## src/rtl/dmem_store_buffer_pkg.sv

```systemverilog
// Shared types for the data-memory store buffer: the queued store entry and
// the default queue depth.
package dmem_store_buffer_pkg;

  localparam int SB_DEPTH = 4;

  typedef struct packed {
    logic [29:0] addr;
    logic [31:0] data;
    logic [3:0]  strb;
  } sb_entry_t;

endpackage

```

## src/rtl/sbuf_fifo.sv

```systemverilog
// Generic circular FIFO of store entries. Push is refused when full and pop is
// refused when empty, so callers may drive raw requests.
module sbuf_fifo
  import dmem_store_buffer_pkg::*;
#(
  parameter int DEPTH = SB_DEPTH
) (
  input  logic                     clk,
  input  logic                     rst_n,
  input  logic                     push_i,
  input  sb_entry_t                din_i,
  input  logic                     pop_i,
  output sb_entry_t                dout_o,
  output logic [$clog2(DEPTH):0]   count_o,
  output logic                     full_o,
  output logic                     empty_o
);

  localparam int AW = $clog2(DEPTH);

  sb_entry_t         mem_q [DEPTH];
  logic [AW-1:0]     head_q, head_d;
  logic [AW-1:0]     tail_q, tail_d;
  logic [AW:0]       count_q, count_d;
  logic              do_push, do_pop;

  assign full_o  = (count_q == (AW+1)'(DEPTH));
  assign empty_o = (count_q == '0);
  assign count_o = count_q;

  // full is registered, so a same-cycle pop never frees a slot for the push
  assign do_push = push_i && !full_o;
  assign do_pop  = pop_i && !empty_o;

  always_comb begin
    head_d  = head_q;
    tail_d  = tail_q;
    count_d = count_q + (AW+1)'(do_push) - (AW+1)'(do_pop);
    if (do_push) tail_d = tail_q + 1'b1;
    if (do_pop)  head_d = head_q + 1'b1;
  end

  always_ff @(posedge clk or negedge rst_n) begin
    if (!rst_n) begin
      head_q  <= '0;
      tail_q  <= '0;
      count_q <= '0;
    end else begin
      head_q  <= head_d;
      tail_q  <= tail_d;
      count_q <= count_d;
    end
  end

  // Storage is not reset; stale contents are masked while empty.
  always_ff @(posedge clk) begin
    if (do_push) mem_q[tail_q] <= din_i;
  end

  assign dout_o = empty_o ? '0 : mem_q[head_q];

endmodule

```

## src/rtl/dmem_store_buffer.sv

```systemverilog
// Store buffer between store generation and the data memory write port.
// Queues stores, drains them with req/ack, and stalls on full or load-after-store.
module dmem_store_buffer
  import dmem_store_buffer_pkg::*;
#(
  parameter int DEPTH = SB_DEPTH
) (
  input  logic        clk,
  input  logic        rst_n,
  input  logic [31:0] daddr,
  input  logic [31:0] stdata,
  input  logic [3:0]  dwe,
  input  logic        re,
  output logic        stall,
  output logic        mem_req,
  output logic [31:0] mem_addr,
  output logic [31:0] mem_wdata,
  output logic [3:0]  mem_wstrb,
  input  logic        mem_ack,
  output logic        empty
);

  sb_entry_t              din, head;
  logic [$clog2(DEPTH):0] count;
  logic                   full, fifo_empty, store_v;
  logic                   unused_lo;

  assign store_v   = |dwe;
  assign din       = '{addr: daddr[31:2], data: stdata, strb: dwe};
  assign unused_lo = ^daddr[1:0];

  sbuf_fifo #(.DEPTH(DEPTH)) u_fifo (
    .clk     (clk),
    .rst_n   (rst_n),
    .push_i  (store_v),
    .din_i   (din),
    .pop_i   (mem_ack),
    .dout_o  (head),
    .count_o (count),
    .full_o  (full),
    .empty_o (fifo_empty)
  );

  // Loads wait for the buffer to drain so they never overtake pending stores.
  assign stall     = (store_v && full) || (re && !fifo_empty);
  assign mem_req   = (count != '0);
  assign empty     = fifo_empty;
  assign mem_addr  = {head.addr, 2'b00};
  assign mem_wdata = head.data;
  assign mem_wstrb = head.strb;

endmodule

```

## config.mk

```make
export PLATFORM = sky130hd
export DESIGN_NAME = dmem_store_buffer
export DESIGN_NICKNAME = d
export VERILOG_FILES = /design/src/rtl/dmem_store_buffer_pkg.sv /design/src/rtl/sbuf_fifo.sv /design/src/rtl/dmem_store_buffer.sv
export SDC_FILE = /design/constraint.sdc
export NUM_CORES = 1
export LEC_CHECK = 0
export CAP_MARGIN = 20
export CELL_PAD_IN_SITES_DETAIL_PLACEMENT = 1
export CELL_PAD_IN_SITES_GLOBAL_PLACEMENT = 2
export CORE_MARGIN = 1.5
export CORE_UTILIZATION = 47
export CTS_BUF_LIST = sky130_fd_sc_hd__clkbuf_8
export DETAILED_ROUTE_END_ITERATION = 8
export HOLD_SLACK_MARGIN = 0.05
export PLACE_DENSITY_LB_ADDON = 0.08
export SYNTH_ARGS = -nofsm -noshare
export SYNTH_HDL_FRONTEND = slang
export SYNTH_SLANG_ARGS = --single-unit
export TNS_END_PERCENT = 1
```

## constraint.sdc

```tcl
create_clock -name clk -period 6.9 [get_ports clk]
set_input_delay 2.07 -clock clk [delete_from_list [all_inputs] [get_ports clk]]
set_output_delay 2.07 -clock clk [all_outputs]
set_load 0.005 [all_outputs]
```

After elaboration in Yosys (flattened, before gate mapping)
Memory sizes are Yosys's and may differ from the RTL's.
Index checks and enable logic that the tools add are counted.
Widths: inputs -> output; s select.

operators by class
  equality and inequality tests = 1
  add/sub/neg operators = 4
  reductions and logical operators = 10
  multiplexer cells = 3

operator list
  cell                 number
  $mux 66              1
  $add 2x1->2 const B  2
  $logic_and 1x1->1    4
  $reduce_or 4->1      1
  $add 3x1->3          1
  $eq 3x3->1 const B   1
  $logic_not 3->1      1
  $reduce_bool 3->1    1
  $sub 3x1->3          1
  $logic_not 1->1      2
  $mux 1               2
  $logic_or 1x1->1     1

word-level totals
  logic and storage cells = 22
  output and inout bits = 71
  RAM bits = 264
  memories = 1
  flip-flop bits (word level) = 7
  input bits = 72

memories
  memory        words  width  rd ports  clocked after Yosys merged registers in  write ports  RTL line         RTL
  u_fifo.mem_q  4      66     1         0                                        1            sbuf_fifo.sv:21  sb_entry_t mem_q [DEPTH];

Longest topological paths before layout
Gate-level depths: netlist of the first run.

  word-level depth = 5
  mapped depth = 10
  depth with buffers taken out = 9

Hierarchy
From an unflattened synthesis of the first run, not the netlist that was laid out.

second synthesis, totals
  cells, all modules = 461
  area, all modules = 10437.5 um^2

modules (own cells, without submodules)
  module             area an instance (um^2)  instances  cells an instance  sequential area each (um^2)
  sbuf_fifo          10388.7                  1          454                8102.8
  dmem_store_buffer  48.8                     1          7                  0.0

Least setup slack after synthesis of the first run
OpenSTA, ideal clock, no wires.

  kind = input port to output port
  start = input port dwe[1]
  end = output port stall
  arrival = 2.806 ns
  stages = 3
  slack = 2.024 ns
  required time = 4.830 ns
  cells stage by stage = or4_1 a21oi_1 nor2_1

on the way
  longest elaborated chain between the ends = 3

ends and longest elaborated chain
  item               RTL line                 RTL
  start, declared    dmem_store_buffer.sv:12  input logic [3:0] dwe,
  $reduce_or 4->1    dmem_store_buffer.sv:28  assign store_v = |dwe;
  $logic_and 1x1->1  dmem_store_buffer.sv:45  assign stall = (store_v && full) || (re && !fifo_empty);
  $logic_or 1x1->1   dmem_store_buffer.sv:45
  end, declared      dmem_store_buffer.sv:14  output logic stall,

No other way between the ends.

Final worst setup path of the first run
Ends and elaborated chain as after synthesis.

==> results of run 1 <==
[report_power, final]
group          total [mW]  switching, mW  internal, mW
Clock                1.18          0.574         0.602
Sequential           2.76          0.278          2.48
Combinational        2.25          0.925          1.33
Total                6.18           1.78          4.41
[routing by layer]
metal / share of wire [%] / vias to the layer above / track usage [%]
li1: - / 2194 / -
met1: 41 / 2605 / 23.0
met2: 52 / 135 / 30.9
met3: 5.7 / 32 / 4.76
met4: 1.7 / 0 / 5.55
met5: 0 / - / 0
[per-stage QoR]
step / setup slack [ns] / instance area, µm²
2_1_floorplan: 2.02 / 10400
3_3_place_gp: 0.916 / 12000
3_5_place_dp: 0.909 / 12000
4_1_cts: 0.899 / 12800
5_1_grt: 0.819 / 12800
6_report: 0.903 / 12800
[area by class of cell]
type | count | area, µm²
Timing Repair Buffer | 141 | 1440
Clock buffer | 45 | 619
Inverter | 7 | 26.3
Fill cell | 1889 | 9000
Multi-Input combinational cell | 159 | 2150
Tap cell | 280 | 350
Clock inverter | 32 | 126
Antenna cell | 1 | 2.50
Sequential cell | 271 | 8110
[cells by family (layout without fill, tap and decap cells)]
kind of cell	after synthesis	count (layout)
flops	271	271
other cells	1	3
mux	67	67
fa+ha+maj	7	7
compound gates	2	2
simple gates	76	76
xor+xnor	5	5
buf+inv	32	225
[cell usage in the layout, fill, tap and decap left out]
cell type,instances
a21oi_1,1
diode_2,1
edfxtp_1,264
fa_1,1
buf_16,1
ha_1,6
or3_2,1
mux2_2,1
clkinv_1,8
clkbuf_8,45
xor2_1,1
buf_4,1
dfrtp_1,5
nor2_1,2
conb_1,2
or4_1,1
mux4_2,66
and2_4,4
and2_1,67
a21boi_4,1
clkdlybuf4s50_1,138
nand3_1,1
xnor2_1,4
dfrtp_4,2
clkinv_2,5
buf_12,1
inv_1,26
[flip-flops by register name, summed over array words and instances, names as in the netlist]
| signal | flops |
|---|---|
| u_fifo.mem_q | 264 |
| u_fifo.count_o | 3 |
| u_fifo.head_q | 2 |
| u_fifo.tail_q | 2 |
[final timing paths]
| path | cells past startpoint | end | slack [ns] |
|---|---|---|---|
| max in group asynchronous | 1 | u_fifo.head_q[0]$_DFFE_PN0P_ | 4.82 |
| min in group asynchronous | 1 | u_fifo.head_q[1]$_DFFE_PN0P_ | 1.80 |
| min reg2reg | 1 | u_fifo.count_o[2]$_DFF_PN0_ | 0.58 |
| max reg2reg | 9 | u_fifo.count_o[2]$_DFF_PN0_ | 4.19 |
| min | 1 | u_fifo.count_o[2]$_DFF_PN0_ | 0.58 |
| max | 5 | stall | 0.90 |
==> reports/metrics.yaml, run 1 <==
synthArstFlopShare_pct: 2.58
cp_data_required_time_ns: 4.83
hold_buffers: 0
die_h_um: 152
whs_ns: 0.583
crit_type: "primary input to output port"
die_w_um: 152
yosysUniqueCellTypes: 23
cts.repair.resized: 0
cp_top_family: "buffers and inverters"
startpoint_type: "primary input"
synth-xor-area-share_pct: 0.420
synth-edff-count: 264
synthAdderAreaFrac_pct: 0.911
root_buffer: "clkbuf_8"
grt_usage_pct: 18.2
drc: 0
report.final.slew_viol_count: 0
clockBufferDepth: 3
place_inst: 857
fin_cells: 936
area_growth_pct: 22.8
clock_latency_ns: 0.53
min_period_ns: 6.00
htreeDepth: 2
design.portCount: 143
vias_per_cell: 5.31
crit_path_end_kind: "output port"
synth-seq-cells: 271
synth_cells: 461
p_total_mw: 6.18
grt_pass1_wl_um: 31900
finalHoldViolCount: 0
setup_violations: 0
max_cap_viol_count: 0
cts_tree: "built"
gp_congestion: 0.686
cts_made_buffers: 44
synth_common_cells: "edfxtp_1, and2_1, mux4_2"
path_max_fanout: 5
crit_top_cell: "clkdlybuf4s50_1"
core_um2: 21800
path_clk_slew_ns: 0.06
via_count: 4966
run_status: "complete, no violations"
final_antenna_net_count: 0
crit_chain: "clkdlybuf4s50_1 -> or4_1 -> a21oi_1 -> nor2_1 -> clkdlybuf4s50_1"
dieArea_um2: 23100
drt-initial-drc-count: 206
place_hpwl_um: 10900
initial_utilization_pct: 47.8
hp-class: "flip-flop to flip-flop"
gr-total-overflow: 0
critPathMaxStageDelay_ns: 0.62
io_buffers: 138
first_pass_iters: 4
drive_gt1_share_pct: 19.5
power_density_nw_per_um2: 482
fmax_mhz: 167
synth.most_common_cell: "edfxtp_1"
synth_top_family_by_area: "multiplexers"
arrival_ns: 3.93
yosys.area_share.simple_pct: 4.51
yosysWarnings: 0
min_from: "u_fifo.count_o[1]$_DFF_PN0_"
final_nets: 703
postCtsSetupRepairBufs: 0
routed_wl_um: 20200
skew_ns: 0.0110
crit_start: "dwe[1]"
path_buf_inv: 2
ir_drop_mv: 0.301
period_share_pct: 86.9
yosys.area.top_type: "edfxtp_1"
ys_seq_area_share_pct: 77.6
rsz0062_at_grt: "no"
grt_max_degree: 68
synth_compound_area_share_pct: 0.228
syn_area_per_cell_um2: 22.6
fin_setup_tns_ns: 0
crit_slowest_cell: "or4_1"
synth_top_area_share_pct: 76.0
r2r_start: "u_fifo.count_o[1]$_DFF_PN0_"
antenna_found_initial: 1
std_cell_rows: 54
final_core_util_pct: 58.7
relSlewSlack_pct: 29.3
ys.flop_type: "edfxtp_1"
leakagePower_nw: 4.30
grt_pass1_vias: 5685
routedWlPerCell_um: 21.6
cts_sinks: 271
ys_top_cells_by_area: "edfxtp_1, mux4_2, and2_1"
synth_area_um2: 10400
worst_slew_pin_slew_ns: 1.06
synthMuxAreaShare_pct: 14.3
Power figures use the tool's default switching activity.
==> inputs of run 2 (changes only) <==
==> constraint.sdc (replaced) <==
create_clock -name clk -period 7.28 [get_ports clk]
set_input_delay 2.184 -clock clk [delete_from_list [all_inputs] [get_ports clk]]
set_output_delay 2.184 -clock clk [all_outputs]
set_load 0.005 [all_outputs]
==> reports/metrics.yaml, run 2 (same netlist as run 1, synthesis figures left out) <==
skew_ns: 0.0211  # +0.0101 ns
first_pass_iters: 6  # +2
crit_start: "dwe[1]"
clockBufferDepth: 3  # unchanged
hold-path-cell-count: 1  # unchanged
path_clk_slew_ns: 0.06  # about the same
cts.repair.resized: 0  # unchanged
path_max_fanout: 5  # unchanged
place_hpwl_um: 10800  # -0.98%
crit_path_end_kind: "output port"
htreeDepth: 2  # unchanged
antennaDiodeCount: 0  # -1
crit_type: "primary input to output port"
cts_tree: "built"
vias_per_cell: 5.28  # -0.56%
grt_pass1_wl_um: 31700  # -0.69%
die_h_um: 152  # unchanged
power_density_nw_per_um2: 458  # -5.0%
area_growth_pct: 23.2
drc: 0  # unchanged
grt_pass1_vias: 5605  # -1.4%
top_register: "u_fifo.mem_q"
report.final.slew_viol_count: 0  # unchanged
grt_usage_pct: 18.1  # -0.11 points
fin_setup_tns_ns: 0  # unchanged
setup_violations: 0  # unchanged
routedWlPerCell_um: 21.5  # -0.37%
gr-total-overflow: 0  # unchanged
design.portCount: 143  # unchanged
gp_congestion: 0.680  # -0.83%
worst_slew_pin_slew_ns: 1.07  # +0.00580 ns
antenna_found_initial: 0  # -1
finalInstanceArea_um2: 12900  # +0.28%
place_inst: 858  # +0.12%
fin_cells: 935  # -0.11%
postPlaceCellArea_um2: 12000  # about the same
relSlewSlack_pct: 28.9  # -0.39 points
setup_ws_ns: 1.04  # +0.138 ns
std_cell_rows: 54  # unchanged
die_w_um: 152  # unchanged
fillers: 1866  # -1.2%
cts_sinks: 271  # unchanged
arrival_ns: 4.06  # +0.13 ns
reg2reg_depth: 9  # unchanged
cp_data_required_time_ns: 5.10  # +0.27 ns
finalHoldViolCount: 0  # unchanged
grt_max_degree: 68  # unchanged
initial_utilization_pct: 47.8  # unchanged
drt-initial-drc-count: 217  # +5.3%
hp-class: "flip-flop to flip-flop"
p_total_mw: 5.89  # -4.7%
layout_commonest_cell: "edfxtp_1"
startpoint_type: "primary input"
min_period_ns: 6.24
largest_reg_flops: 264  # unchanged
routed_wl_um: 20100  # -0.47%
rsz0062_at_grt: "no"
postCtsSetupRepairBufs: 0  # unchanged
min_from: "u_fifo.tail_q[1]$_DFFE_PN0P_"
final_core_util_pct: 58.9  # +0.17 points
run_status: "complete, no violations"
final_nets: 706  # +0.43%
period_share_pct: 85.7
fmax_mhz: 160
root_buffer: "clkbuf_8"
whs_ns: 0.572  # -0.0109 ns
hold_buffers: 0  # unchanged
final_antenna_net_count: 0  # unchanged
dieArea_um2: 23100  # unchanged
io_buffers: 138  # unchanged
r2r_start: "u_fifo.count_o[1]$_DFF_PN0_"
cts_made_buffers: 45  # +2.3%
core_um2: 21800  # unchanged
dp_slack_ns: 1.06  # +0.153 ns
drive_gt1_share_pct: 19.8  # +0.31 points
via_count: 4933  # -0.66%
final_cell_mix: "edfxtp_1, clkdlybuf4s50_1, and2_1"
leakagePower_nw: 4.27  # -0.51%
ir_drop_mv: 0.219  # -27%
clock_latency_ns: 0.55  # +0.02 ns
max_cap_viol_count: 0  # unchanged
run 2: cell count changes in the layout (fill, tap and decap cells not counted):
cell and change:
inv_1 -9, clkinv_1 +7, clkinv_2 -4, buf_4 +2, clkbuf_8 +2, buf_12 -1, buf_16 +1, clkinv_4 +1
clkinvlp_4 +1, diode_2 -1
run 2: where the power goes:
group	total, mW	switching (mW)	internal [mW]
sequential	2.60	0.255	2.34
combinational	2.15	0.877	1.27
clock	1.15	0.558	0.591
run 2: cell type report:
type | count | area (µm²) | area share (%)
clock buffer | 47 | 647 | 5.03
clock inverter | 28 | 115 | 0.895
inverter | 7 | 26.3 | 0.204
multi-input combinational | 159 | 2150 | 16.7
sequential | 271 | 8110 | 63.1
tap | 280 | 350 | 2.72
timing repair buffer | 143 | 1460 | 11.3
run 2: metal layers:
layer  wire length [µm]  global-route usage (%)  up-vias
met5                  0                       0        -
met4                389                    5.78        0
met3                998                    4.65       31
met2              10200                    30.7      132
met1               8570                    22.8     2571
li1                   -                       -     2199
run 2: worst paths after layout:
path | end | slack, ns
worst max-delay path | stall | 1.04
worst max register to register | u_fifo.count_o[2]$_DFF_PN0_ | 4.38
worst min-delay path | u_fifo.tail_q[1]$_DFFE_PN0P_ | 0.57
worst min register to register | u_fifo.tail_q[1]$_DFFE_PN0P_ | 0.57
max in group asynchronous | u_fifo.head_q[1]$_DFFE_PN0P_ | 5.10
min in group asynchronous | u_fifo.head_q[0]$_DFFE_PN0P_ | 1.90
run 2: critical path: stages:
cell and delay (ns):
clkdlybuf4s50_1 0.49, or4_1 0.61, a21oi_1 0.26, nor2_1 0.06, clkdlybuf4s50_1 0.44
